<file path="config.mk">
export PLATFORM = sky130hd
export DESIGN_NAME = id_ex_stage
export DESIGN_NICKNAME = d
export VERILOG_FILES = /design/src/rtl/id_ex_stage.sv
export SDC_FILE = /design/constraint.sdc
export NUM_CORES = 1
export LEC_CHECK = 0
export ABC_AREA = 1
export BUFFER_PORTS_ARGS = -buffer_cell sky130_fd_sc_hd__buf_2
export CAP_MARGIN = 25
export CORE_MARGIN = 2
export CORE_UTILIZATION = 50
export DETAILED_ROUTE_END_ITERATION = 6
export PLACE_DENSITY = 0.81
export SYNTH_ARGS = -nofsm -noshare
export SYNTH_HDL_FRONTEND = slang
export SYNTH_SLANG_ARGS = --single-unit
</file>
<file path="constraint.sdc">
create_clock -name clk -period 3.58 [get_ports clk]
set_clock_uncertainty 0.2 [all_clocks]
set_input_delay 0.358 -clock clk [delete_from_list [all_inputs] [get_ports clk]]
set_output_delay 0.358 -clock clk [all_outputs]
set_load 0.02 [all_outputs]
</file>
<file path="src/rtl/id_ex_stage.sv">
// ----------------------------------------------------------------------------
// id_ex_stage
//   ID/EX pipeline register that sits directly in front of the ALU. Holds one
//   decoded instruction and presents forwarded operands (data1/data2) and the
//   ALU operation (ALUControl) to EX. It resolves EX/MEM and MEM/WB
//   forwarding and stalls on load-use hazards.
//
// Handshake (both sides): a transfer happens on a rising clk edge where
//   valid && ready are both 1. valid never depends on ready on the same side.
//   Upstream: in_valid/in_ready. Downstream: out_valid/out_ready.
//
// Ports:
//   clk, reset (sync, active-low), flush (sync squash)
//   in_valid/in_ready           decode-side handshake
//   in_rs_data/in_rt_data/in_imm, in_rs_addr/in_rt_addr/in_rd_addr,
//   in_alu_op/in_use_imm/in_reg_write  decoded instruction fields
//   exmem_* / memwb_*           downstream writers used for forwarding/hazards
//   out_valid/out_ready         EX-side handshake
//   data1/data2/ALUControl      ALU inputs
//   out_rd_addr/out_reg_write   destination info passed to EX
//   bubble_count                saturating count of load-use bubble cycles
//   illegal_op                  sticky trap flag (only with ILLEGAL_OP_TRAP_EN)
//   dbg_state                   FSM state (0 = EMPTY, 1 = FULL)
//
// Build option: define ILLEGAL_OP_TRAP_EN to turn unknown ALU ops into
//   bubbles and raise the sticky illegal_op output.
// ----------------------------------------------------------------------------
module id_ex_stage #(
    parameter int DATA_W     = 32,
    parameter int REG_ADDR_W = 5,
    parameter int CTRL_W     = 4
) (
    input  logic                  clk,
    input  logic                  reset,
    input  logic                  flush,
    input  logic                  in_valid,
    output logic                  in_ready,
    input  logic [DATA_W-1:0]     in_rs_data,
    input  logic [DATA_W-1:0]     in_rt_data,
    input  logic [DATA_W-1:0]     in_imm,
    input  logic [REG_ADDR_W-1:0] in_rs_addr,
    input  logic [REG_ADDR_W-1:0] in_rt_addr,
    input  logic [REG_ADDR_W-1:0] in_rd_addr,
    input  logic [CTRL_W-1:0]     in_alu_op,
    input  logic                  in_use_imm,
    input  logic                  in_reg_write,
    input  logic                  exmem_reg_write,
    input  logic                  exmem_mem_read,
    input  logic [REG_ADDR_W-1:0] exmem_rd_addr,
    input  logic [DATA_W-1:0]     exmem_result,
    input  logic                  memwb_reg_write,
    input  logic [REG_ADDR_W-1:0] memwb_rd_addr,
    input  logic [DATA_W-1:0]     memwb_data,
    output logic                  out_valid,
    input  logic                  out_ready,
    output logic [DATA_W-1:0]     data1,
    output logic [DATA_W-1:0]     data2,
    output logic [CTRL_W-1:0]     ALUControl,
    output logic [REG_ADDR_W-1:0] out_rd_addr,
    output logic                  out_reg_write,
`ifdef ILLEGAL_OP_TRAP_EN
    output logic                  illegal_op,
`endif
    output logic [7:0]            bubble_count,
    output logic                  dbg_state
);

    typedef enum logic {
        S_EMPTY = 1'b0,
        S_FULL  = 1'b1
    } state_t;

    state_t                r_state;
    state_t                w_state_next;

    logic [DATA_W-1:0]     r_rs_data;
    logic [DATA_W-1:0]     r_rt_data;
    logic [DATA_W-1:0]     r_imm;
    logic [REG_ADDR_W-1:0] r_rs_addr;
    logic [REG_ADDR_W-1:0] r_rt_addr;
    logic [REG_ADDR_W-1:0] r_rd_addr;
    logic [CTRL_W-1:0]     r_alu_op;
    logic                  r_use_imm;
    logic                  r_reg_write;
    logic [7:0]            r_bubble_count;

    logic                  w_full;
    logic                  w_lu_hazard;
    logic                  w_out_valid;
    logic                  w_in_ready;
    logic                  w_capture;
    logic                  w_op_legal;
    logic                  w_exmem_fwd_ok;
    logic                  w_memwb_fwd_ok;
    logic                  w_refresh_rs;
    logic                  w_refresh_rt;
    logic [DATA_W-1:0]     w_rs_fwd;
    logic [DATA_W-1:0]     w_rt_fwd;

    // ------------------------------------------------------------------
    // Handshake and hazard detection
    // ------------------------------------------------------------------
    assign w_full = (r_state == S_FULL);

    // A load in EX/MEM cannot be forwarded yet; rt only matters when the
    // immediate is not replacing it.
    assign w_lu_hazard = w_full && exmem_mem_read && exmem_reg_write &&
                         (exmem_rd_addr != '0) &&
                         ((exmem_rd_addr == r_rs_addr) ||
                          (!r_use_imm && (exmem_rd_addr == r_rt_addr)));

    assign w_out_valid = w_full && !w_lu_hazard;
    assign w_in_ready  = !w_full || (w_out_valid && out_ready);
    assign w_capture   = in_valid && w_in_ready && !flush;

`ifdef ILLEGAL_OP_TRAP_EN
    assign w_op_legal = (in_alu_op == CTRL_W'(0)) ||
                        (in_alu_op == CTRL_W'(1)) ||
                        (in_alu_op == CTRL_W'(2));
`else
    assign w_op_legal = 1'b1;
`endif

    // ------------------------------------------------------------------
    // FSM: state register + next-state logic
    // ------------------------------------------------------------------
    always_ff @(posedge clk) begin
        if (!reset) begin
            r_state <= S_EMPTY;
        end else begin
            r_state <= w_state_next;
        end
    end

    always_comb begin
        w_state_next = r_state;
        if (flush) begin
            w_state_next = S_EMPTY;
        end else if (w_capture) begin
            // An illegal op (trap build only) is taken off decode but held
            // as a bubble.
            w_state_next = w_op_legal ? S_FULL : S_EMPTY;
        end else if (w_out_valid && out_ready) begin
            w_state_next = S_EMPTY;
        end
    end

    // ------------------------------------------------------------------
    // Forwarding (EX/MEM beats MEM/WB; register 0 never forwarded)
    // ------------------------------------------------------------------
    assign w_exmem_fwd_ok = exmem_reg_write && !exmem_mem_read && (exmem_rd_addr != '0);
    assign w_memwb_fwd_ok = memwb_reg_write && (memwb_rd_addr != '0);

    always_comb begin
        w_rs_fwd = r_rs_data;
        if (w_exmem_fwd_ok && (exmem_rd_addr == r_rs_addr)) begin
            w_rs_fwd = exmem_result;
        end else if (w_memwb_fwd_ok && (memwb_rd_addr == r_rs_addr)) begin
            w_rs_fwd = memwb_data;
        end
    end

    always_comb begin
        w_rt_fwd = r_rt_data;
        if (w_exmem_fwd_ok && (exmem_rd_addr == r_rt_addr)) begin
            w_rt_fwd = exmem_result;
        end else if (w_memwb_fwd_ok && (memwb_rd_addr == r_rt_addr)) begin
            w_rt_fwd = memwb_data;
        end
    end

    // While an instruction sits here, a retiring MEM/WB writer would take its
    // value with it; copy it into the stored operand so it is not lost.
    assign w_refresh_rs = w_full && !w_capture && w_memwb_fwd_ok && (memwb_rd_addr == r_rs_addr);
    assign w_refresh_rt = w_full && !w_capture && w_memwb_fwd_ok && (memwb_rd_addr == r_rt_addr);

    // ------------------------------------------------------------------
    // Stored instruction fields
    // ------------------------------------------------------------------
    always_ff @(posedge clk) begin
        if (!reset) begin
            r_rs_data   <= '0;
            r_rt_data   <= '0;
            r_imm       <= '0;
            r_rs_addr   <= '0;
            r_rt_addr   <= '0;
            r_rd_addr   <= '0;
            r_alu_op    <= '0;
            r_use_imm   <= 1'b0;
            r_reg_write <= 1'b0;
        end else if (w_capture) begin
            r_rs_data   <= in_rs_data;
            r_rt_data   <= in_rt_data;
            r_imm       <= in_imm;
            r_rs_addr   <= in_rs_addr;
            r_rt_addr   <= in_rt_addr;
            r_rd_addr   <= in_rd_addr;
            r_alu_op    <= in_alu_op;
            r_use_imm   <= in_use_imm;
            r_reg_write <= in_reg_write;
        end else begin
            if (w_refresh_rs) begin
                r_rs_data <= memwb_data;
            end
            if (w_refresh_rt) begin
                r_rt_data <= memwb_data;
            end
        end
    end

    // Saturating load-use bubble counter; flush does not clear it.
    always_ff @(posedge clk) begin
        if (!reset) begin
            r_bubble_count <= 8'd0;
        end else if (w_lu_hazard && (r_bubble_count != 8'hFF)) begin
            r_bubble_count <= r_bubble_count + 8'd1;
        end
    end

`ifdef ILLEGAL_OP_TRAP_EN
    logic r_illegal_op;

    always_ff @(posedge clk) begin
        if (!reset) begin
            r_illegal_op <= 1'b0;
        end else if (w_capture && !w_op_legal) begin
            r_illegal_op <= 1'b1;
        end
    end

    assign illegal_op = r_illegal_op;
`endif

    // ------------------------------------------------------------------
    // Outputs
    // ------------------------------------------------------------------
    assign in_ready      = w_in_ready;
    assign out_valid     = w_out_valid;
    assign data1         = w_rs_fwd;
    assign data2         = r_use_imm ? r_imm : w_rt_fwd;
    assign ALUControl    = r_alu_op;
    assign out_rd_addr   = r_rd_addr;
    assign out_reg_write = r_reg_write && w_out_valid;
    assign bubble_count  = r_bubble_count;
    assign dbg_state     = r_state;

endmodule

</file>
## After elaboration in Yosys (flattened, before gate mapping)

Index checks and enable logic that the tools add are counted.

| storage, ports and cells | value |
|---|---|
| register bits after elaboration | 126 |
| memories | 0 |
| input bits | 199 |
| bits in latches | 0 |
| ROM bits | 0 |
| RAM bits | 0 |
| word-level logic and storage cells | 65 |

| cells by class | value |
|---|---|
| bitwise logic cells | 1 |
| div/mod/pow operators | 0 |
| $add $sub $neg | 1 |
| multiply operators | 0 |
| eq/ne operators | 5 |
| mux-type cells | 11 |
| shift-type cells | 0 |
| reduce and logical (&&, ||, !) cells | 36 |
| magnitude comparators | 0 |

Operator list:

| kind | number |
|---|---|
| $mux W32 | 9 |
| $logic_and A1 B1 Y1 | 22 |
| $eq A5 B5 Y1 | 4 |
| $reduce_bool A5 Y1 | 2 |
| $add A8 B1 Y8 const B | 1 |
| $ne A8 B8 Y1 const B | 1 |
| $logic_not A1 Y1 | 6 |
| $reduce_bool A2 Y1 | 3 |
| $logic_or A1 B1 Y1 | 2 |
| $mux W1 | 2 |
| $reduce_or A2 Y1 | 1 |
| $not A1 Y1 | 1 |

## Logic depth before layout (Yosys ltp)

| logic depth | value |
|---|---|
| word-level depth | 16 |
| gate-level depth with buffers | 14 |
| depth with buffers taken out | 13 |

## Least setup slack after synthesis

OpenSTA, ideal clock, no wires.

| path | value |
|---|---|
| path kind | in2out |
| start | input port exmem_rd_addr[1] |
| end | output port data1[10] |
| stages | 8 |
| buffers on the path | 2 |
| arrival time | 1719 ps |
| setup slack | 1303 ps |
| cells stage by stage | inv_1 -> nand2_1 -> a21oi_1 -> nand3_1 -> or2_2 -> buf_2 -> clkbuf_1 -> a31oi_1 |

| between the ends | value |
|---|---|
| longest elaborated chain between the ends | 4 |
| elaborated cells on any way between the ends | 5 |
| those cells by class | eq/ne (1); mux (1); reduce/logical (3) |

RTL lines:

| item | line | text |
|---|---|---|
| from (decl) | 49 | `input logic [REG_ADDR_W-1:0] exmem_rd_addr,` |
| $reduce_bool A5 Y1 | 151 | `assign w_exmem_fwd_ok = exmem_reg_write && !exmem_mem_read && (exmem_rd_addr != '0);` |
| $logic_and A1 B1 Y1 | 151 |  |
| $logic_and A1 B1 Y1 * | 156 | `if (w_exmem_fwd_ok && (exmem_rd_addr == r_rs_addr)) begin` |
| $mux W32 * | 156 |  |
| to (decl) | 56 | `output logic [DATA_W-1:0] data1,` |

Every way passes the cells marked *; elsewhere a longest branch is shown, timed or not.

## Final worst setup path

| path | value |
|---|---|
| start | register r_rt_addr[0] |
| end | output port data2[23] |

| between the ends | value |
|---|---|
| longest elaborated chain between the ends | 5 |
| elaborated cells on any way between the ends | 7 |
| those cells by class | eq/ne (2); mux (3); reduce/logical (2) |

RTL lines:

| item | line | text |
|---|---|---|
| from (decl) | 80 | `logic [REG_ADDR_W-1:0] r_rt_addr;` |
| from (signal assigned) | 196 | `r_rt_addr <= in_rt_addr;` |
| $eq A5 B5 Y1 | 167 | `end else if (w_memwb_fwd_ok && (memwb_rd_addr == r_rt_addr)) begin` |
| $logic_and A1 B1 Y1 | 167 |  |
| $mux W32 | 167 |  |
| $mux W32 * | 165 | `if (w_exmem_fwd_ok && (exmem_rd_addr == r_rt_addr)) begin` |
| $mux W32 * | 240 | `assign data2 = r_use_imm ? r_imm : w_rt_fwd;` |
| to (decl) | 57 | `output logic [DATA_W-1:0] data2,` |

Marked as above.

==> flow_metrics.py <==
metrics = {
    "critical_path": {
        "r2r_setup_slack_ns": 0.83,
        "crit_fanout": 20,
        "crit_required_ns": 3.02,
        "crit_buf_inv": 3,
        "max_stage_delay_ns": 0.41,
        "crit_chain": "xnor2_1 > nand2_1 > nor2_1 > nand2_2 > inv_1 > buf_4 > nand2_1 > nand2_1 > nor2_1 > o22ai_1 > buf_2",
        "crit_type": "flop to output pin",
        "cp-start-kind": "flop",
        "crit_path_end_kind": "output pin",
        "cpMostUsedCell": "nand2_1",
        "arrival_ns": 2.59,
        "critical_path.top_delay_family": "buffers and inverters",
        "crit_slowest_cell": "dfxtp_1",
    },
    "global_routing": {
        "antenna_found_initial": 4,
        "grt_pass1_wl_mm": 43.7,
        "grt_max_degree": 85,
        "grt_use_total_pct": 34.6,
        "overflow": 0,
        "grt_pass1_vias": 8190,
    },
    "worst_hold_path": {
        "min_path_type": "input pin to flop",
    },
    "logic_synthesis": {
        "synth_cell_type_count": 32,
        "yosys_warnings": 0,
        "synth.net_count": 1413,
        "syn-cell-area_um2": 7510,
        "synthCells": 1213,
        "synthAdderAreaFrac_pct": 0.167,
        "synth_top_family_by_area": "simple AND/OR/NAND/NOR gates",
        "synth_seq_cells": 126,
        "synthMuxAreaShare_pct": 0,
        "synth-simple-area-share_pct": 33.3,
        "yosys.area_share.xor_xnor_pct": 1.63,
        "ys_seq_area_share_pct": 33.6,
        "avgSynthCellArea_um2": 6.19,
        "synth_compound_area_share_pct": 19.1,
    },
    "pwr": {
        "seq_power_share_pct": 37.2,
        "peakVddDrop_uv": 342,
        "power_frac_comb_pct": 19.3,
        "p_int_mw": 2.86,
        "p_sw_mw": 1.23,
        "power_density_nw_per_um2": 421,
        "power.leakage_nw": 4.94,
        "clkPwrFrac_pct": 43.5,
        "p_sw_share_pct": 30.0,
    },
    "cts": {
        "htreeDepth": 4,
        "clock-root-buffer": "clkbuf_16",
        "cts_sinks": 126,
        "clk_pin_slew_ns": 0.06,
        "clk_path_buf_depth": 2,
        "cts_tree": "done",
        "cts_buffers": 17,
        "clk_latency_ns": 0.43,
    },
    "floorplanning": {
        "initial_core_util_pct": 51.5,
        "io_pins": 284,
        "fp.dieW_um": 127,
        "die_y_um": 127,
        "core.rowCount": 44,
        "dieArea_um2": 16000,
        "core_um2": 14600,
    },
    "detailed_routing": {
        "drtPass1Iterations": 7,
        "totalWireLength_mm": 28.6,
        "via_per_inst": 5.61,
        "drt-initial-drc-count": 1264,
        "wl_per_cell_um": 17.2,
        "vias": 9320,
        "final_antenna_net_count": 0,
        "drc_errors": 0,
    },
    "timing": {
        "rsz0062_at_grt": "false",
        "whs_ns": 0.00482,
        "min_period_ns": 3.14,
        "worstMarginPinSlew_ns": 0.827,
        "hold_viol_final": 0,
        "finalWorstSetupSlack_ns": 0.437,
        "setup_violations": 0,
        "slew_headroom_pct": 44.5,
        "tns_ns": 0,
        "fmax_mhz": 318,
        "fin_crit_sh_pct": 87.8,
        "drv_slew": 0,
    },
    "run_status": {
        "status": "complete, no violations",
    },
    "layout": {
        "drive_gt1_share_pct": 23.8,
        "synthToLayoutAreaGrowth_pct": 29.4,
        "fin_nets": 1660,
        "fillers": 1331,
    },
    "placed_design": {
        "portBuffers": 283,
        "globalplace.congestion": 0.980,
        "pre_cts_ws_ns": 0.756,
        "dp.final_hpwl_mm": 20.4,
    },
    "run": {
        "maxCapViolCount": 0,
    },
}
-- state kept, by name (all words and copies together) (netlist names) --
register and flops:
r_imm 32, r_rs_data 32, r_rt_data 32, bubble_count 8
out_rd_addr 5, r_rs_addr 5, r_rt_addr 5, ALUControl 4
dbg_state 1, r_reg_write 1, r_use_imm 1
-- cells in the final DEF, fill, tap and decap left out, types with 6 or more instances in the layout --
| master | instances |
|---|---|
| dlygate4sd3_1 | 21 |
| xor2_1 | 6 |
| a21oi_1 | 62 |
| a31oi_1 | 32 |
| buf_4 | 12 |
| o21ai_0 | 100 |
| inv_2 | 11 |
| nand2_1 | 272 |
| o22ai_1 | 32 |
| clkinv_1 | 12 |
| clkbuf_16 | 17 |
| dfxtp_1 | 126 |
| o21ai_1 | 41 |
| xnor2_1 | 8 |
| nand3_1 | 136 |
| buf_2 | 283 |
| nor2_1 | 124 |
| inv_1 | 106 |
| nand4_1 | 35 |
-- repair_timing --
| item | CTS | global route |
|---|---|---|
| endpoints found under the hold margin | 21 | 0 |
| setup buffers | 0 | 0 |
| resized for setup | 0 | 0 |
| hold buffers | 21 | 0 |
| endpoints found under the setup margin | 0 | 0 |
-- stage by stage --
step	std cells	area (um2)	utilization, %	total power [mW]
2_1_floorplan	1213	7510	-	2.00
3_3_place_gp	1604	8900	61.0	2.30
3_5_place_dp	1604	8900	61.0	2.31
4_1_cts	1657	9710	66.6	4.08
5_1_grt	1661	9720	66.6	4.25
6_report	1661	9720	66.6	4.09
-- area by class of cell --
type	count	area (um2)	share of cell area (%)
multi-input cells	866	4080	41.9
flip-flops and latches	126	2520	25.9
clock buffers	20	467	4.80
well taps	184	230	2.37
repair buffers	320	1800	18.5
diodes	4	10.0	0.103
inverters	129	484	4.98
clock inverters	12	136	1.40
-- path summary, 6_finish.rpt --
path / start / end / cells past startpoint
worst max-delay path: r_rt_addr[0] / data2[23] / 11
worst min-delay path: in_imm[0] / r_imm[0] / 3
worst max register to register: r_rs_addr[3] / out_rd_addr[2] / 10
worst min register to register: r_imm[30] / r_imm[30] / 2
-- routing by layer --
layer	wire length, um	global-route usage [%]
met4	904	13.6
met3	3000	6.50
met5	0	0
met2	12300	49.9
met1	12400	50.9
-- cells in the mapped netlist, drive strengths merged --
cell	n	area, um2
ha	1	12.5
nand2	275	1040
nor4	1	6.26
nand4	35	219
clkinv	12	45.0
xnor2	8	70.1
xor2	6	52.6
nand3	137	698
o21a	2	15.0
clkbuf	48	180
nand3b	1	7.51
or2	2	12.5
o21ai	141	706
buf	44	257
nor3b	1	12.5
inv	117	439
o22ai	32	200
nor2	126	480
a31oi	32	200
a21oi	62	310
dfxtp	126	2520
nor3	4	20.0
-- kinds of logic after synthesis --
kind of cell,count (synthesis)
simple gates,582
compound gates,269
buf+inv,221
flops,126
xor+xnor,14
fa+ha+maj,1
-- worst min-delay path, delay by kind of cell --
family | cells | cell delay, ns
buffers and inverters | 1 | 0.08
AO/OA/AOI/OAI | 2 | 0.16
-- power groups by stage --
stage,clock network [mW],registers (mW),logic (mW)
6_report,1.78,1.52,0.790
5_1_grt,1.86,1.53,0.860
4_1_cts,1.78,1.52,0.777
3_5_place_dp,0,1.55,0.754
3_3_place_gp,0,1.55,0.747
2_1_floorplan,0,1.55,0.451
Note: power is estimated with default switching activity, not from simulation.
